--- config.mk ---
export PLATFORM = sky130hd
export DESIGN_NAME = div24_seq_unit
export DESIGN_NICKNAME = d
export VERILOG_FILES = /design/src/rtl/cpu24_pkg.sv /design/src/rtl/div24_step.sv /design/src/rtl/div24_seq_unit.sv
export SDC_FILE = /design/constraint.sdc
export NUM_CORES = 1
export LEC_CHECK = 0
export CAP_MARGIN = 15
export CORE_ASPECT_RATIO = 1.25
export CORE_MARGIN = 10
export CORE_UTILIZATION = 55
export CTS_CLUSTER_DIAMETER = 100
export DETAILED_ROUTE_END_ITERATION = 6
export PLACE_DENSITY = 0.81
export SLEW_MARGIN = 20
export SYNTH_ARGS = -nofsm -noshare
export SYNTH_HDL_FRONTEND = slang
export SYNTH_HIERARCHICAL = 1
export SYNTH_SLANG_ARGS = --single-unit
--- constraint.sdc ---
create_clock -name Clock -period 9.9 [get_ports Clock]
set_input_delay 1.98 -clock Clock [delete_from_list [all_inputs] [get_ports Clock]]
set_output_delay 1.98 -clock Clock [all_outputs]
set_load 0.02 [all_outputs]
--- src/rtl/cpu24_pkg.sv ---
// -----------------------------------------------------------------------------
// cpu24_pkg
// Shared constants and types for the 24-bit datapath blocks that sit beside
// the ALU24bit unit.
//   CPU_WIDTH     datapath word width
//   DIV_CNT_W     width of the divider iteration counter
//   div_state_t   divider control states (IDLE / CALC / DONE)
//   DIV_BYZERO_Q  quotient reported when the divisor is zero
// -----------------------------------------------------------------------------
package cpu24_pkg;

    localparam int CPU_WIDTH = 24;
    localparam int DIV_CNT_W = 5;

    typedef enum logic [1:0] {
        IDLE = 2'd0,
        CALC = 2'd1,
        DONE = 2'd2
    } div_state_t;

    localparam logic [CPU_WIDTH-1:0] DIV_BYZERO_Q = 24'hFFFFFF;

endpackage : cpu24_pkg

--- src/rtl/div24_step.sv ---
// -----------------------------------------------------------------------------
// div24_step
// One combinational iteration of a restoring radix-2 divider.
// The partial remainder is shifted left by one with the next dividend bit
// appended, then the divisor is trial-subtracted. The subtraction is one bit
// wider than the operands so divisors above 2^(WIDTH-1) never lose a carry.
//
// Ports
//   r_i             current partial remainder (always < divisor_i)
//   dividend_msb_i  next dividend bit shifted into the remainder
//   divisor_i       divisor magnitude
//   r_next_o        partial remainder after this iteration
//   q_bit_o         quotient bit produced by this iteration
// -----------------------------------------------------------------------------
module div24_step
    import cpu24_pkg::*;
#(
    parameter int WIDTH = CPU_WIDTH
) (
    input  logic [WIDTH-1:0] r_i,
    input  logic             dividend_msb_i,
    input  logic [WIDTH-1:0] divisor_i,
    output logic [WIDTH-1:0] r_next_o,
    output logic             q_bit_o
);

    logic [WIDTH:0] trial;
    logic [WIDTH:0] diff;

    assign trial = {r_i, dividend_msb_i};
    assign diff  = trial - {1'b0, divisor_i};

    // Because r_i < divisor_i, trial < 2*divisor, so a non-negative
    // difference always fits in WIDTH bits and the top bit is a pure borrow.
    assign q_bit_o  = ~diff[WIDTH];
    assign r_next_o = q_bit_o ? diff[WIDTH-1:0] : trial[WIDTH-1:0];

endmodule : div24_step

--- src/rtl/div24_seq_unit.sv ---
// -----------------------------------------------------------------------------
// div24_seq_unit
// Multi-cycle integer divider, companion of the ALU24bit multiply path.
// Restoring radix-2, one quotient bit per clock, fixed latency of WIDTH
// cycles from the accepting edge to the Done cycle (one cycle for a zero
// divisor). The control unit stalls the PC while Busy is high.
//
// Optional feature macro: DIV24_SIGNED_EN
//   defined   : Signed=1 divides two's-complement operands (quotient rounds
//               toward zero, remainder follows the dividend sign)
//   undefined : Signed is ignored, every division is unsigned
//
// Ports
//   Clock      system clock, rising edge
//   Reset      asynchronous active-low reset
//   Start      request pulse, accepted only when not Busy
//   Dividend   numerator, captured on an accepted Start
//   Divisor    denominator, captured on an accepted Start
//   Signed     two's-complement request (only with DIV24_SIGNED_EN)
//   Busy       high while an iteration sequence is running
//   Done       one-cycle completion pulse, results valid from this cycle
//   Quotient   result, held until the next completion
//   Remainder  result, held until the next completion
//   DivByZero  set with Done for a zero divisor, cleared on next accept
// -----------------------------------------------------------------------------
module div24_seq_unit
    import cpu24_pkg::*;
#(
    parameter int WIDTH = CPU_WIDTH,
    parameter int CNT_W = DIV_CNT_W
) (
    input  logic             Clock,
    input  logic             Reset,
    input  logic             Start,
    input  logic [WIDTH-1:0] Dividend,
    input  logic [WIDTH-1:0] Divisor,
    input  logic             Signed,
    output logic             Busy,
    output logic             Done,
    output logic [WIDTH-1:0] Quotient,
    output logic [WIDTH-1:0] Remainder,
    output logic             DivByZero
);

    localparam logic [WIDTH-1:0] BYZERO_Q = WIDTH'(DIV_BYZERO_Q);
    localparam logic [CNT_W-1:0] CNT_LAST = CNT_W'(WIDTH - 1);

    div_state_t       state_q;
    div_state_t       state_d;
    logic [CNT_W-1:0] cnt_q;

    // dq_q starts as the dividend magnitude; each iteration shifts one
    // dividend bit out of the top and one quotient bit into the bottom.
    logic [WIDTH-1:0] dq_q;
    logic [WIDTH-1:0] dsr_q;
    logic [WIDTH-1:0] rem_q;

    logic [WIDTH-1:0] quot_q;
    logic [WIDTH-1:0] remo_q;
    logic             dbz_q;

    logic             accept;
    logic             dvsr_zero;
    logic             last_step;
    logic [WIDTH-1:0] dvd_mag;
    logic [WIDTH-1:0] dsr_mag;
    logic [WIDTH-1:0] r_next;
    logic             q_bit;
    logic [WIDTH-1:0] q_raw;
    logic [WIDTH-1:0] q_fix;
    logic [WIDTH-1:0] r_fix;

    assign accept    = Start && (state_q != CALC);
    assign dvsr_zero = (Divisor == '0);
    assign last_step = (state_q == CALC) && (cnt_q == '0);
    assign q_raw     = {dq_q[WIDTH-2:0], q_bit};

    div24_step #(
        .WIDTH (WIDTH)
    ) u_step (
        .r_i            (rem_q),
        .dividend_msb_i (dq_q[WIDTH-1]),
        .divisor_i      (dsr_q),
        .r_next_o       (r_next),
        .q_bit_o        (q_bit)
    );

`ifdef DIV24_SIGNED_EN
    logic dvd_neg;
    logic dsr_neg;
    logic q_neg_q;
    logic r_neg_q;

    function automatic logic [WIDTH-1:0] cond_negate(input logic [WIDTH-1:0] v,
                                                     input logic             neg);
        logic signed [WIDTH-1:0] s;
        s = $signed(v);
        return neg ? $unsigned(-s) : v;
    endfunction

    assign dvd_neg = Signed & Dividend[WIDTH-1];
    assign dsr_neg = Signed & Divisor[WIDTH-1];
    assign dvd_mag = cond_negate(Dividend, dvd_neg);
    assign dsr_mag = cond_negate(Divisor, dsr_neg);

    // Sign flags travel with the operands; the most negative dividend
    // becomes 2^(WIDTH-1) as an unsigned magnitude, so -2^23/-1 wraps.
    always_ff @(posedge Clock) begin
        if (accept) begin
            q_neg_q <= dvd_neg ^ dsr_neg;
            r_neg_q <= dvd_neg;
        end
    end

    // Sign correction sits on the last iteration's result path so the
    // latency matches the unsigned case.
    assign q_fix = cond_negate(q_raw, q_neg_q);
    assign r_fix = cond_negate(r_next, r_neg_q);
`else
    logic unused_signed;

    assign unused_signed = Signed;
    assign dvd_mag       = Dividend;
    assign dsr_mag       = Divisor;
    assign q_fix         = q_raw;
    assign r_fix         = r_next;
`endif

    // ---------------- control: state register ----------------
    always_ff @(posedge Clock or negedge Reset) begin
        if (!Reset) begin
            state_q <= IDLE;
        end else begin
            state_q <= state_d;
        end
    end

    // ---------------- control: next state ----------------
    always_comb begin
        state_d = state_q;
        unique case (state_q)
            IDLE, DONE: begin
                if (Start) begin
                    state_d = dvsr_zero ? DONE : CALC;
                end else begin
                    state_d = IDLE;
                end
            end
            CALC: begin
                if (cnt_q == '0) begin
                    state_d = DONE;
                end
            end
            default: state_d = IDLE;
        endcase
    end

    // ---------------- control: outputs ----------------
    always_comb begin
        Busy = (state_q == CALC);
        Done = (state_q == DONE);
    end

    // ---------------- iteration counter ----------------
    always_ff @(posedge Clock or negedge Reset) begin
        if (!Reset) begin
            cnt_q <= '0;
        end else if (accept && !dvsr_zero) begin
            cnt_q <= CNT_LAST;
        end else if ((state_q == CALC) && (cnt_q != '0)) begin
            cnt_q <= cnt_q - CNT_W'(1);
        end
    end

    // ---------------- working registers ----------------
    always_ff @(posedge Clock) begin
        if (accept) begin
            dq_q  <= dvd_mag;
            dsr_q <= dsr_mag;
            rem_q <= '0;
        end else if (state_q == CALC) begin
            dq_q  <= q_raw;
            rem_q <= r_next;
        end
    end

    // ---------------- result registers ----------------
    // Results only move at the edge that enters DONE, so the working
    // registers are never exposed mid-operation.
    always_ff @(posedge Clock or negedge Reset) begin
        if (!Reset) begin
            quot_q <= '0;
            remo_q <= '0;
            dbz_q  <= 1'b0;
        end else if (accept) begin
            if (dvsr_zero) begin
                quot_q <= BYZERO_Q;
                remo_q <= Dividend;
                dbz_q  <= 1'b1;
            end else begin
                dbz_q  <= 1'b0;
            end
        end else if (last_step) begin
            quot_q <= q_fix;
            remo_q <= r_fix;
        end
    end

    assign Quotient  = quot_q;
    assign Remainder = remo_q;
    assign DivByZero = dbz_q;

endmodule : div24_seq_unit
* Word level (Yosys, flattened, before mapping) *
Cells that the tools add are included.

word-level totals
  flip-flop bits (word level) = 128
  input port bits = 52
  output and inout bits = 51
  word-level logic and storage cells = 46

cells by class
  add/subtract/negate cells = 2
  equality and inequality tests = 5
  mux-type cells = 16
  bitwise operators = 1
  reduce and logical (&&, ||, !) cells = 14

operator list
  cell                   count
  $mux W24               9
  $sub A25 B24 Y25       1
  $logic_not A24 Y1      1
  $mux W5                2
  $mux W2                3
  $ne A2 B1 Y1 const B   3
  $reduce_bool A2 Y1     3
  $logic_not A5 Y1       1
  $reduce_bool A5 Y1     1
  $sub A5 B1 Y5 const B  1
  $logic_and A1 B1 Y1    4
  $pmux W2 S2            1
  $eq A2 B1 Y1 const B   1
  $eq A2 B2 Y1 const B   1
  $logic_not A2 Y1       1
  $reduce_and A2 Y1      1
  $reduce_or A2 Y1       1
  $logic_not A1 Y1       1
  $mux W1                1
  $not A1 Y1             1

* Longest topological paths before layout *
Gate-level depths: netlist (run 1).

  depth in word-level cells = 4
  gate-level depth with buffers = 15
  depth with buffers taken out = 13

* Modules after synthesis *
Netlist (run 1), hierarchy kept.

modules (own cells, without submodules)
  module          instances  cells each  area each (µm²)  seq. area each (µm²)
  div24_seq_unit  1          417         5062.4           3323.2
  div24_step      1          256         1885.6           0.0

* Least setup slack after synthesis (run 1) *
OpenSTA, ideal clock, no wires.

  path kind = in2reg
  from = input Start
  to = register dq_q[14] (data pin)
  library setup time = 0.261 ns
  arrival time = 3.534 ns
  data required time = 9.639 ns
  slack = 6.105 ns
  cell stages on the path = 4
  buffers on the path = 1
  cell sequence = nand2_1 clkinv_1 buf_1 mux2_2

between the ends
  longest elaborated chain between the ends = 2

ends and longest elaborated chain
  what                  RTL line               source
  from (decl)           div24_seq_unit.sv:34   input logic Start,
  $logic_and A1 B1 Y1   div24_seq_unit.sv:73   assign accept = Start && (state_q != CALC);
  $mux W24              div24_seq_unit.sv:177  if (accept) begin
  to (signal assigned)  div24_seq_unit.sv:178  dq_q <= dvd_mag;
  to (signal assigned)  div24_seq_unit.sv:182  dq_q <= q_raw;
  to (decl)             div24_seq_unit.sv:54   logic [WIDTH-1:0] dq_q;

Every way passes these cells.
A chain may end at the register's enable or synchronous reset.

* Worst setup path after layout (run 1) *
  from = input Divisor[6]
  to = register remo_q[16] (netlist: Remainder[16])

between the ends
  longest elaborated chain between the ends = 3

ends and longest elaborated chain
  what                         RTL line               source
  from (decl)                  div24_seq_unit.sv:36   input logic [WIDTH-1:0] Divisor,
  $logic_not A24 Y1            div24_seq_unit.sv:74   assign dvsr_zero = (Divisor == '0);
  $ne A2 B1 Y1 (no line)       --
  $reduce_and A2 Y1 (no line)  --
  to (signal assigned)         div24_seq_unit.sv:198  remo_q <= Dividend;
  to (signal assigned)         div24_seq_unit.sv:205  remo_q <= r_fix;
  to (decl)                    div24_seq_unit.sv:59   logic [WIDTH-1:0] remo_q;

Every way passes these cells.

==> results.py, run 1 <==
metrics = {
    "synthesis": {
        "async_flop_share_pct": 43.8,
        "synth_nets": 751,
        "syn_area_um2": 6950,
        "seq_area_frac_synth_pct": 47.8,
        "yosys_warnings": 6,
        "synth_seq_cells": 128,
        "synth_cells": 673,
        "synth_edf_count": 48,
        "synthFlopType": "dfrtp_1",
        "synth_cell_type_count": 64,
        "syn_avg_cell_area_um2": 10.3,
    },
    "timing": {
        "max_freq_mhz": 204,
        "worstMarginPinSlew_ns": 1.10,
        "rsz0062_at_grt": "no",
        "setup_tns_ns": 0,
        "hold_slack_ns": 0.490,
        "finalSetupViolations": 0,
        "relSlewSlack_pct": 26.6,
        "maxSlewViolCount": 0,
        "clock_skew_ns": 0.00699,
        "hold_viol_final": 0,
        "min_period_over_period_pct": 49.4,
        "final.min_clock_period_ns": 4.89,
    },
    "drt": {
        "wl_per_cell_um": 18.8,
        "drt_iter0_markers": 469,
        "vias_per_cell": 5.91,
        "drt_pass1_iterations": 7,
        "wirelength_um": 17700,
        "antenna_left": 0,
        "drc": 0,
        "vias": 5566,
    },
    "global_routing": {
        "use_met3_pct": 4.69,
        "use_met2_pct": 33.1,
        "antenna_found_initial": 0,
        "top_usage_layer": "met2",
        "grt_max_degree": 57,
        "grt_util_met1_pct": 25.2,
        "grt_overflow_total": 0,
        "grt_pass1_wl_um": 29000,
        "grt_pass1_vias": 5567,
        "grt_util_all_layers_pct": 20.1,
    },
    "worst_setup_path": {
        "start_kind": "input pin",
        "crit_path_end_kind": "register",
        "worstRegToRegCells": 13,
        "path_max_fanout": 24,
        "critPathKind": "input pin to register",
        "crit_required_ns": 10.25,
        "crit_arrival_ns": 5.24,
    },
    "min_path": {
        "holdPathStages": 1,
        "min-delay-path-class": "register to register",
    },
    "layout": {
        "layout-drive-gt1-share_pct": 13.9,
        "n_fill_cell": 921,
        "final_nets": 844,
        "area_growth_pct": 24.3,
        "final_common_cell": "clkdlybuf4s50_1",
        "antenna_cells": 0,
        "fin_util_pct": 70.4,
        "mostFrequentLayoutCells": "clkdlybuf4s50_1 (100), nand2_1 (74), nor2_1 (73)",
    },
    "place": {
        "port_buffers": 101,
        "dpl.hpwl_um": 12600,
        "gp_congestion": 0.874,
    },
    "clock_network": {
        "cts_setup_buffers": 0,
        "cts_tree": "done",
        "cts_num_sinks": 128,
        "clk_path_buf_depth": 2,
        "hold_buffers": 0,
        "clk_root_buffer_cell": "clkbuf_16",
        "clock_latency_ns": 0.42,
        "htree_levels": 4,
        "post_cts_resized": 0,
        "cts_made_buffers": 17,
        "clk_pin_slew_ns": 0.06,
    },
    "floorplan": {
        "die_w_um": 121,
        "start_util_pct": 56.6,
        "die_h_um": 146,
        "rows": 45,
        "die_area_um2": 17600,
        "core_um2": 12300,
        "ios": 103,
    },
    "flow_run": {
        "maxCapViolCount": 0,
    },
    "run_status": {
        "status": "completed",
    },
    "power_and_ir_drop": {
        "sw_frac_of_total_pct": 39.5,
        "p_leak_nw": 3.57,
        "p_sw_mw": 1.30,
        "internal_power_mw": 2.00,
        "ir_worst_vdd_v": 0.000178,
        "powerDensity_nw_per_um2": 382,
        "clock_power_share_pct": 19.8,
        "seqPwrFrac_pct": 28.8,
        "combinationalPowerShare_pct": 51.5,
    },
}
final timing paths:
path	endpoint	from	slack (ns)
worst min register to register	Remainder[21]	Remainder[21]	0.49
min in group asynchronous	Quotient[4]	Reset	1.68
max in group asynchronous	Remainder[18]	Reset	7.74
worst max register to register	Remainder[11]	dsr_q[0]	5.88
worst max-delay path	Remainder[16]	Divisor[6]	5.01
worst min-delay path	Remainder[21]	Remainder[21]	0.49
per-layer routing:
metal	up-vias	part of all wire, %
met2	231	48
li1	2622	-
met4	0	1.9
met1	2681	44
met5	-	0
met3	32	6.7
synth_stat cells, types with 3 or more instances:
| library cell | n | area share, % |
|---|---|---|
| buf_6 | 3 | 0.49 |
| mux2_4 | 15 | 3.2 |
| mux2i_1 | 5 | 0.72 |
| buf_2 | 6 | 0.43 |
| nor3_1 | 5 | 0.36 |
| nor2b_1 | 4 | 0.36 |
| nand4_1 | 10 | 0.90 |
| a211oi_1 | 3 | 0.32 |
| clkbuf_1 | 21 | 1.1 |
| nand2_1 | 74 | 4.0 |
| mux2_2 | 29 | 4.7 |
| a21oi_1 | 42 | 3.0 |
| o21ai_0 | 12 | 0.86 |
| dfrtp_1 | 56 | 20 |
| xor2_1 | 8 | 1.0 |
| o211ai_1 | 5 | 0.54 |
| and2_1 | 3 | 0.27 |
| o32a_1 | 12 | 1.7 |
| nor2_1 | 73 | 3.9 |
| o21a_1 | 16 | 1.7 |
| nand3_1 | 10 | 0.72 |
| nand2b_1 | 5 | 0.45 |
| o221a_2 | 12 | 1.9 |
| dfxtp_1 | 24 | 6.9 |
| a21o_1 | 6 | 0.65 |
| xnor2_1 | 12 | 1.5 |
| or3_1 | 14 | 1.3 |
| ha_1 | 25 | 4.5 |
| buf_1 | 4 | 0.22 |
| o21bai_1 | 5 | 0.54 |
| nand3b_1 | 24 | 2.6 |
| nor4_1 | 8 | 0.72 |
| edfxtp_1 | 48 | 21 |
| inv_1 | 35 | 1.9 |
power groups by stage:
stage	combinational, mW	clock, mW	sequential (mW)
2_1_floorplan	1.15	0	1.02
3_3_place_gp	1.62	0	0.942
3_5_place_dp	1.67	0	0.950
4_1_cts	1.69	0.653	0.947
5_1_grt	1.84	0.684	0.974
6_report	1.70	0.652	0.949
cell type report:
| cell class | instances | area (um2) | share of cell area [%] |
|---|---|---|---|
| Inverter | 36 | 135 | 1.56 |
| Clock buffer | 17 | 425 | 4.92 |
| Clock inverter | 14 | 181 | 2.10 |
| Tap cell | 164 | 205 | 2.38 |
| Sequential cell | 128 | 3320 | 38.5 |
| Multi-Input combinational cell | 472 | 3290 | 38.1 |
| Timing Repair Buffer | 111 | 1080 | 12.5 |
flip-flops by register name (all words and copies together), names as in the netlist:
register   cells
Quotient      24
Remainder     24
dq_q          24
dsr_q         24
rem_q         24
cnt_q          5
state_q        2
DivByZero      1
logic make-up after synthesis:
| logic type | Yosys count | share of synthesized area [%] |
|---|---|---|
| xor+xnor | 20 | 2.52 |
| fa+ha+maj | 26 | 4.79 |
| flops | 128 | 47.8 |
| mux | 49 | 8.66 |
| simple gates | 242 | 16.9 |
| buf+inv | 73 | 4.90 |
| compound gates | 135 | 14.4 |
per-stage QoR:
step | power (mW) | area (um2) | std cells | setup slack (ns)
CTS | 3.28 | 8640 | 942 | 5.12
global placement | 2.56 | 8030 | 911 | 4.79
global route | 3.50 | 8640 | 942 | 4.84
detailed placement | 2.62 | 8030 | 911 | 4.69
finish | 3.30 | 8640 | 942 | 5.01
floorplan | 2.17 | 6950 | 673 | 6.11
critical path, cell delays in order:
cell and delay [ns]:
clkdlybuf4s50_1 0.43, nor4_1 0.60, nand4_1 0.72, o21ai_2 1.12
o221a_2 0.38
Power figures use the tool's default switching activity.
==> run 2, diff against run 1 <==
--- a/config.mk
+++ b/config.mk
@@ -8,10 +8,10 @@
 export CAP_MARGIN = 15
 export CORE_ASPECT_RATIO = 1.25
 export CORE_MARGIN = 10
-export CORE_UTILIZATION = 55
+export CORE_UTILIZATION = 50
 export CTS_CLUSTER_DIAMETER = 100
 export DETAILED_ROUTE_END_ITERATION = 6
-export PLACE_DENSITY = 0.81
+export PLACE_DENSITY = 0.77
 export SLEW_MARGIN = 20
 export SYNTH_ARGS = -nofsm -noshare
 export SYNTH_HDL_FRONTEND = slang
==> constraint.sdc (replaced) <==
create_clock -name Clock -period 4.41 [get_ports Clock]
set_input_delay 0.882 -clock Clock [delete_from_list [all_inputs] [get_ports Clock]]
set_output_delay 0.882 -clock Clock [all_outputs]
set_load 0.02 [all_outputs]
==> results.py, run 2 (synthesized netlist as in run 1, its figures left out) <==
metrics = {
    "place": {
        "gp_congestion": 0.889,
        "port_buffers": 101,
        "post-place-ws_ns": 0.633,
        "dpl.hpwl_um": 13200,
        "placed_area_um2": 8070,
    },
    "timing": {
        "hold_viol_final": 0,
        "maxSlewViolCount": 0,
        "min_period_over_period_pct": 87.0,
        "finalSetupViolations": 0,
        "setup_tns_ns": 0,
        "clock_skew_ns": 0.00861,
        "final.min_clock_period_ns": 3.84,
        "worstMarginPinSlew_ns": 1.09,
        "max_freq_mhz": 261,
        "worst_slack_ns": 0.574,
        "rsz0062_at_grt": "no",
        "relSlewSlack_pct": 27.5,
    },
    "worst_setup_path": {
        "crit_required_ns": 4.70,
        "r2r-start": "dq_q[23]",
        "worst-r2r-setup-slack_ns": 0.57,
        "path_max_fanout": 15,
        "start_kind": "register",
        "path_cells": "inv_1 > ha_1 > inv_1 > fa_1 > nand3_1 > a211oi_2 > o21ai_2 > a2111oi_4 > nor3_1 > or4b_1 > buf_4 > mux2_4 > or3_1 > o221a_2",
        "crit_path_end_kind": "register",
        "cp_slowest_stage_delay_ns": 0.56,
        "critPathBufInv": 3,
        "critPathKind": "register to register",
        "crit_start": "dq_q[23]",
        "crit_arrival_ns": 4.13,
        "crit_family": "simple AND/OR/NAND/NOR gates",
        "crit_slowest_cell": "or4b_1",
        "crit_top_cell": "inv_1",
    },
    "drt": {
        "wirelength_um": 17100,
        "vias": 5508,
        "wl_per_cell_um": 17.9,
        "drc": 0,
        "antenna_left": 0,
        "drt_pass1_iterations": 7,
        "drt_iter0_markers": 337,
        "vias_per_cell": 5.75,
    },
    "run_status": {
        "status": "completed",
    },
    "clock_network": {
        "hold_buffers": 0,
        "post_cts_resized": 0,
        "cts_made_buffers": 17,
        "cts_setup_buffers": 0,
        "clock_latency_ns": 0.41,
        "cts_tree": "done",
        "clk_path_buf_depth": 2,
        "clk_pin_slew_ns": 0.06,
        "htree_levels": 4,
        "clk_root_buffer_cell": "clkbuf_16",
        "cts_num_sinks": 128,
    },
    "global_routing": {
        "use_met3_pct": 4.98,
        "grt_pass1_wl_um": 28200,
        "grt_pass1_vias": 5558,
        "grt_util_all_layers_pct": 18.0,
        "top_usage_layer": "met2",
        "grt_max_degree": 57,
        "grt_overflow_total": 0,
        "use_met2_pct": 30.3,
        "antenna_found_initial": 0,
        "grt_util_met1_pct": 22.3,
    },
    "layout": {
        "layout-drive-gt1-share_pct": 14.3,
        "fin_util_pct": 63.1,
        "fin_area_um2": 8640,
        "final_nets": 848,
        "ff_latch_area_um2": 3320,
        "antenna_cells": 0,
        "area_growth_pct": 24.3,
        "n_fill_cell": 1097,
        "final_common_cell": "clkdlybuf4s50_1",
        "mostFrequentLayoutCells": "clkdlybuf4s50_1 (100), nand2_1 (74), nor2_1 (73)",
        "multi_input_area_um2": 3280,
    },
    "min_path": {
        "worstHoldStart": "Remainder[6]",
        "min-delay-path-class": "register to register",
    },
    "power_and_ir_drop": {
        "combinationalPowerShare_pct": 52.2,
        "ir_worst_vdd_v": 0.000332,
        "internal_power_mw": 4.35,
        "power.total_mw": 7.28,
        "powerDensity_nw_per_um2": 843,
        "p_leak_nw": 3.58,
        "seqPwrFrac_pct": 29.4,
        "p_sw_mw": 2.93,
        "clock_power_share_pct": 18.4,
        "sw_frac_of_total_pct": 40.2,
    },
    "floorplan": {
        "die_h_um": 152,
        "die_area_um2": 19000,
        "start_util_pct": 50.7,
        "rows": 48,
        "ios": 103,
        "core_um2": 13700,
        "die_w_um": 125,
    },
    "flow_run": {
        "maxCapViolCount": 0,
    },
}
-- run 2: changes by cell type in the layout (fill, tap and decap cells not counted) --
cell | previous run | this run
inv_6 | 4 | 6
nand2b_2 | 1 | 0
clkinv_4 | 3 | 2
buf_4 | 10 | 14
inv_4 | 1 | 0
inv_8 | 1 | 5
nand2b_1 | 4 | 5
bufinv_16 | 3 | 0
-- run 2: area by class of cell --
| cell class | count | area share (%) |
|---|---|---|
| clock buffer | 17 | 4.93 |
| tap | 175 | 2.54 |
| clock inverter | 15 | 1.61 |
| multi-input combinational | 472 | 38.0 |
| inverter | 36 | 1.56 |
| sequential | 128 | 38.5 |
| timing repair buffer | 115 | 12.9 |
-- run 2: worst paths after layout --
check                                     end  cells past startpoint
worst max-delay path            Remainder[10]                     14
worst min-delay path             Remainder[6]                      1
worst max register to register  Remainder[10]                     14
worst min register to register   Remainder[6]                      1
max in group asynchronous       Remainder[22]                      2
min in group asynchronous         Quotient[8]                      2
-- run 2: power groups by stage --
| stage | registers (mW) | clock network [mW] | logic, mW |
|---|---|---|---|
| 6_report | 2.14 | 1.34 | 3.80 |
| 5_1_grt | 2.20 | 1.42 | 4.15 |
| 4_1_cts | 2.14 | 1.36 | 3.81 |
| 3_5_place_dp | 2.15 | 0 | 3.77 |
| 3_3_place_gp | 2.13 | 0 | 3.67 |
| 2_1_floorplan | 2.28 | 0 | 2.58 |
-- run 2: through the flow --
stage / hold slack [ns] / std cells
2_1_floorplan: 0.439 / 673
3_3_place_gp: 0.453 / 926
3_5_place_dp: 0.460 / 926
4_1_cts: 0.487 / 958
5_1_grt: 0.510 / 958
6_report: 0.494 / 958
-- run 2: worst reg2reg max path, cell delays in order (launching register included) --
cell       delay [ns]
edfxtp_1         0.37
inv_1            0.07
ha_1             0.22
inv_1            0.07
fa_1             0.20
nand3_1          0.13
a211oi_2         0.34
o21ai_2          0.14
a2111oi_4        0.41
nor3_1           0.10
or4b_1           0.56
buf_4            0.24
mux2_4           0.33
or3_1            0.38
o221a_2          0.14
-- run 2: metal layers --
layer,up-vias,part of all wire [%]
met3,16,6.1
li1,2633,-
met2,185,48
met1,2674,45
met5,-,0
met4,0,1.2
==> run 3, diff against run 2 <==
--- a/config.mk
+++ b/config.mk
@@ -6,12 +6,15 @@
 export NUM_CORES = 1
 export LEC_CHECK = 0
 export CAP_MARGIN = 15
+export CELL_PAD_IN_SITES_DETAIL_PLACEMENT = 1
+export CELL_PAD_IN_SITES_GLOBAL_PLACEMENT = 1
 export CORE_ASPECT_RATIO = 1.25
 export CORE_MARGIN = 10
-export CORE_UTILIZATION = 50
+export CORE_UTILIZATION = 39
 export CTS_CLUSTER_DIAMETER = 100
 export DETAILED_ROUTE_END_ITERATION = 6
-export PLACE_DENSITY = 0.77
+export MAX_ROUTING_LAYER = met4
+export PLACE_DENSITY_LB_ADDON = 0.1
 export SLEW_MARGIN = 20
 export SYNTH_ARGS = -nofsm -noshare
 export SYNTH_HDL_FRONTEND = slang
==> results.py, run 3 (synthesized netlist as in run 1, its figures left out) <==
metrics = {
    "run_status": {
        "status": "completed",
    },
    "worst_setup_path": {
        "r2r-end": "Remainder[8]",
        "crit_required_ns": 4.71,
        "worst-r2r-setup-slack_ns": 0.47,
        "r2r-start": "dsr_q[0]",
        "start_kind": "register",
        "path_max_fanout": 26,
        "critPathKind": "register to register",
        "worstRegToRegCells": 13,
        "crit_path_end_kind": "register",
        "crit_arrival_ns": 4.24,
    },
    "timing": {
        "relSlewSlack_pct": 29.8,
        "min_period_over_period_pct": 89.3,
        "worstMarginPinSlew_ns": 1.05,
        "max_freq_mhz": 254,
        "rsz0062_at_grt": "no",
        "finalSetupViolations": 0,
        "maxSlewViolCount": 0,
        "clock_skew_ns": 0.0101,
        "setup_tns_ns": 0,
        "hold_viol_final": 0,
        "hold_slack_ns": 0.431,
        "final.min_clock_period_ns": 3.94,
    },
    "floorplan": {
        "die_h_um": 169,
        "rows": 54,
        "ios": 103,
        "die_w_um": 139,
        "start_util_pct": 39.7,
        "die_area_um2": 23600,
        "core_um2": 17500,
    },
    "drt": {
        "drt_iter0_markers": 310,
        "antenna_left": 0,
        "vias": 5504,
        "drt_pass1_iterations": 4,
        "wirelength_um": 20000,
        "vias_per_cell": 5.46,
        "drc": 0,
        "wl_per_cell_um": 19.8,
    },
    "layout": {
        "n_fill_cell": 1936,
        "fin_util_pct": 50.0,
        "area_growth_pct": 25.9,
        "final_nets": 849,
        "fin_area_um2": 8750,
        "antenna_cells": 0,
        "ff_latch_area_um2": 3320,
        "mostFrequentLayoutCells": "clkdlybuf4s50_1 (100), nand2_1 (74), nor2_1 (73)",
        "multi_input_area_um2": 3280,
        "layout-drive-gt1-share_pct": 14.3,
        "final_common_cell": "clkdlybuf4s50_1",
    },
    "clock_network": {
        "htree_levels": 4,
        "cts_tree": "done",
        "clk_root_buffer_cell": "clkbuf_16",
        "clk_path_buf_depth": 2,
        "cts_setup_buffers": 0,
        "hold_buffers": 0,
        "cts_num_sinks": 128,
        "clk_pin_slew_ns": 0.06,
        "cts_made_buffers": 17,
        "post_cts_resized": 0,
        "clock_latency_ns": 0.42,
    },
    "min_path": {
        "min-delay-path-class": "input pin to asynchronous set/reset pin",
    },
    "global_routing": {
        "grt_max_degree": 42,
        "antenna_found_initial": 0,
        "grt_overflow_total": 0,
        "grt_pass1_wl_um": 32500,
        "grt_pass1_vias": 5951,
        "grt_util_all_layers_pct": 17.4,
    },
    "flow_run": {
        "maxCapViolCount": 0,
    },
    "power_and_ir_drop": {
        "ir_worst_vdd_v": 0.000335,
        "p_leak_nw": 3.60,
        "powerDensity_nw_per_um2": 852,
        "power.total_mw": 7.45,
    },
    "place": {
        "gp_congestion": 0.840,
        "dpl.hpwl_um": 15100,
        "placed_area_um2": 8140,
        "port_buffers": 101,
    },
}
run 3: worst max path at each step:
stage	to	slack [ns]	start	cells after the start
3_5_place_dp	Remainder[17]	0.48	dsr_q[0]	13
4_1_cts	Remainder[8]	0.43	dsr_q[0]	13
3_3_place_gp	Remainder[8]	0.53	dsr_q[0]	13
6_report	Remainder[8]	0.47	dsr_q[0]	13
5_1_grt	Remainder[8]	0.30	dsr_q[0]	13
2_1_floorplan	Remainder[8]	1.02	dq_q[23]	15
run 3: layout make-up:
| type | count | area share [%] |
|---|---|---|
| Clock buffer | 18 | 4.90 |
| Clock inverter | 14 | 2.04 |
| Inverter | 36 | 1.54 |
| Multi-Input combinational cell | 472 | 37.5 |
| Sequential cell | 128 | 38.0 |
| Tap cell | 224 | 3.20 |
| Timing Repair Buffer | 116 | 12.8 |
run 3: layer usage:
| metal | wire length (um) | GRT usage [%] |
|---|---|---|
| met3 | 711 | 3.58 |
| met1 | 9280 | 21.1 |
| met4 | 246 | 5.13 |
| met5 | 0 | - |
| met2 | 9750 | 28.7 |
run 3: worst max-delay path, stage by stage (launching register included):
cell	delay, ns
edfxtp_1	0.41
ha_1	0.23
inv_1	0.07
fa_1	0.20
nand3_1	0.15
a211oi_2	0.31
o21ai_2	0.14
a2111oi_4	0.44
nor3_1	0.11
or4b_1	0.54
buf_4	0.29
mux2_4	0.36
or3_1	0.40
o221a_2	0.14
run 3: report_power, final:
part           internal (mW)  total [mW]  switching [mW]
clock network          0.900        1.47           0.568
registers               1.81        2.15           0.337
logic                   1.79        3.84            2.05
total                   4.49        7.45            2.96
run 3: stage by stage:
step	setup WS (ns)	instances
floorplan	1.02	673
global placement	0.528	976
CTS	0.435	1008
detailed placement	0.479	976
finish	0.473	1008
global route	0.304	1008
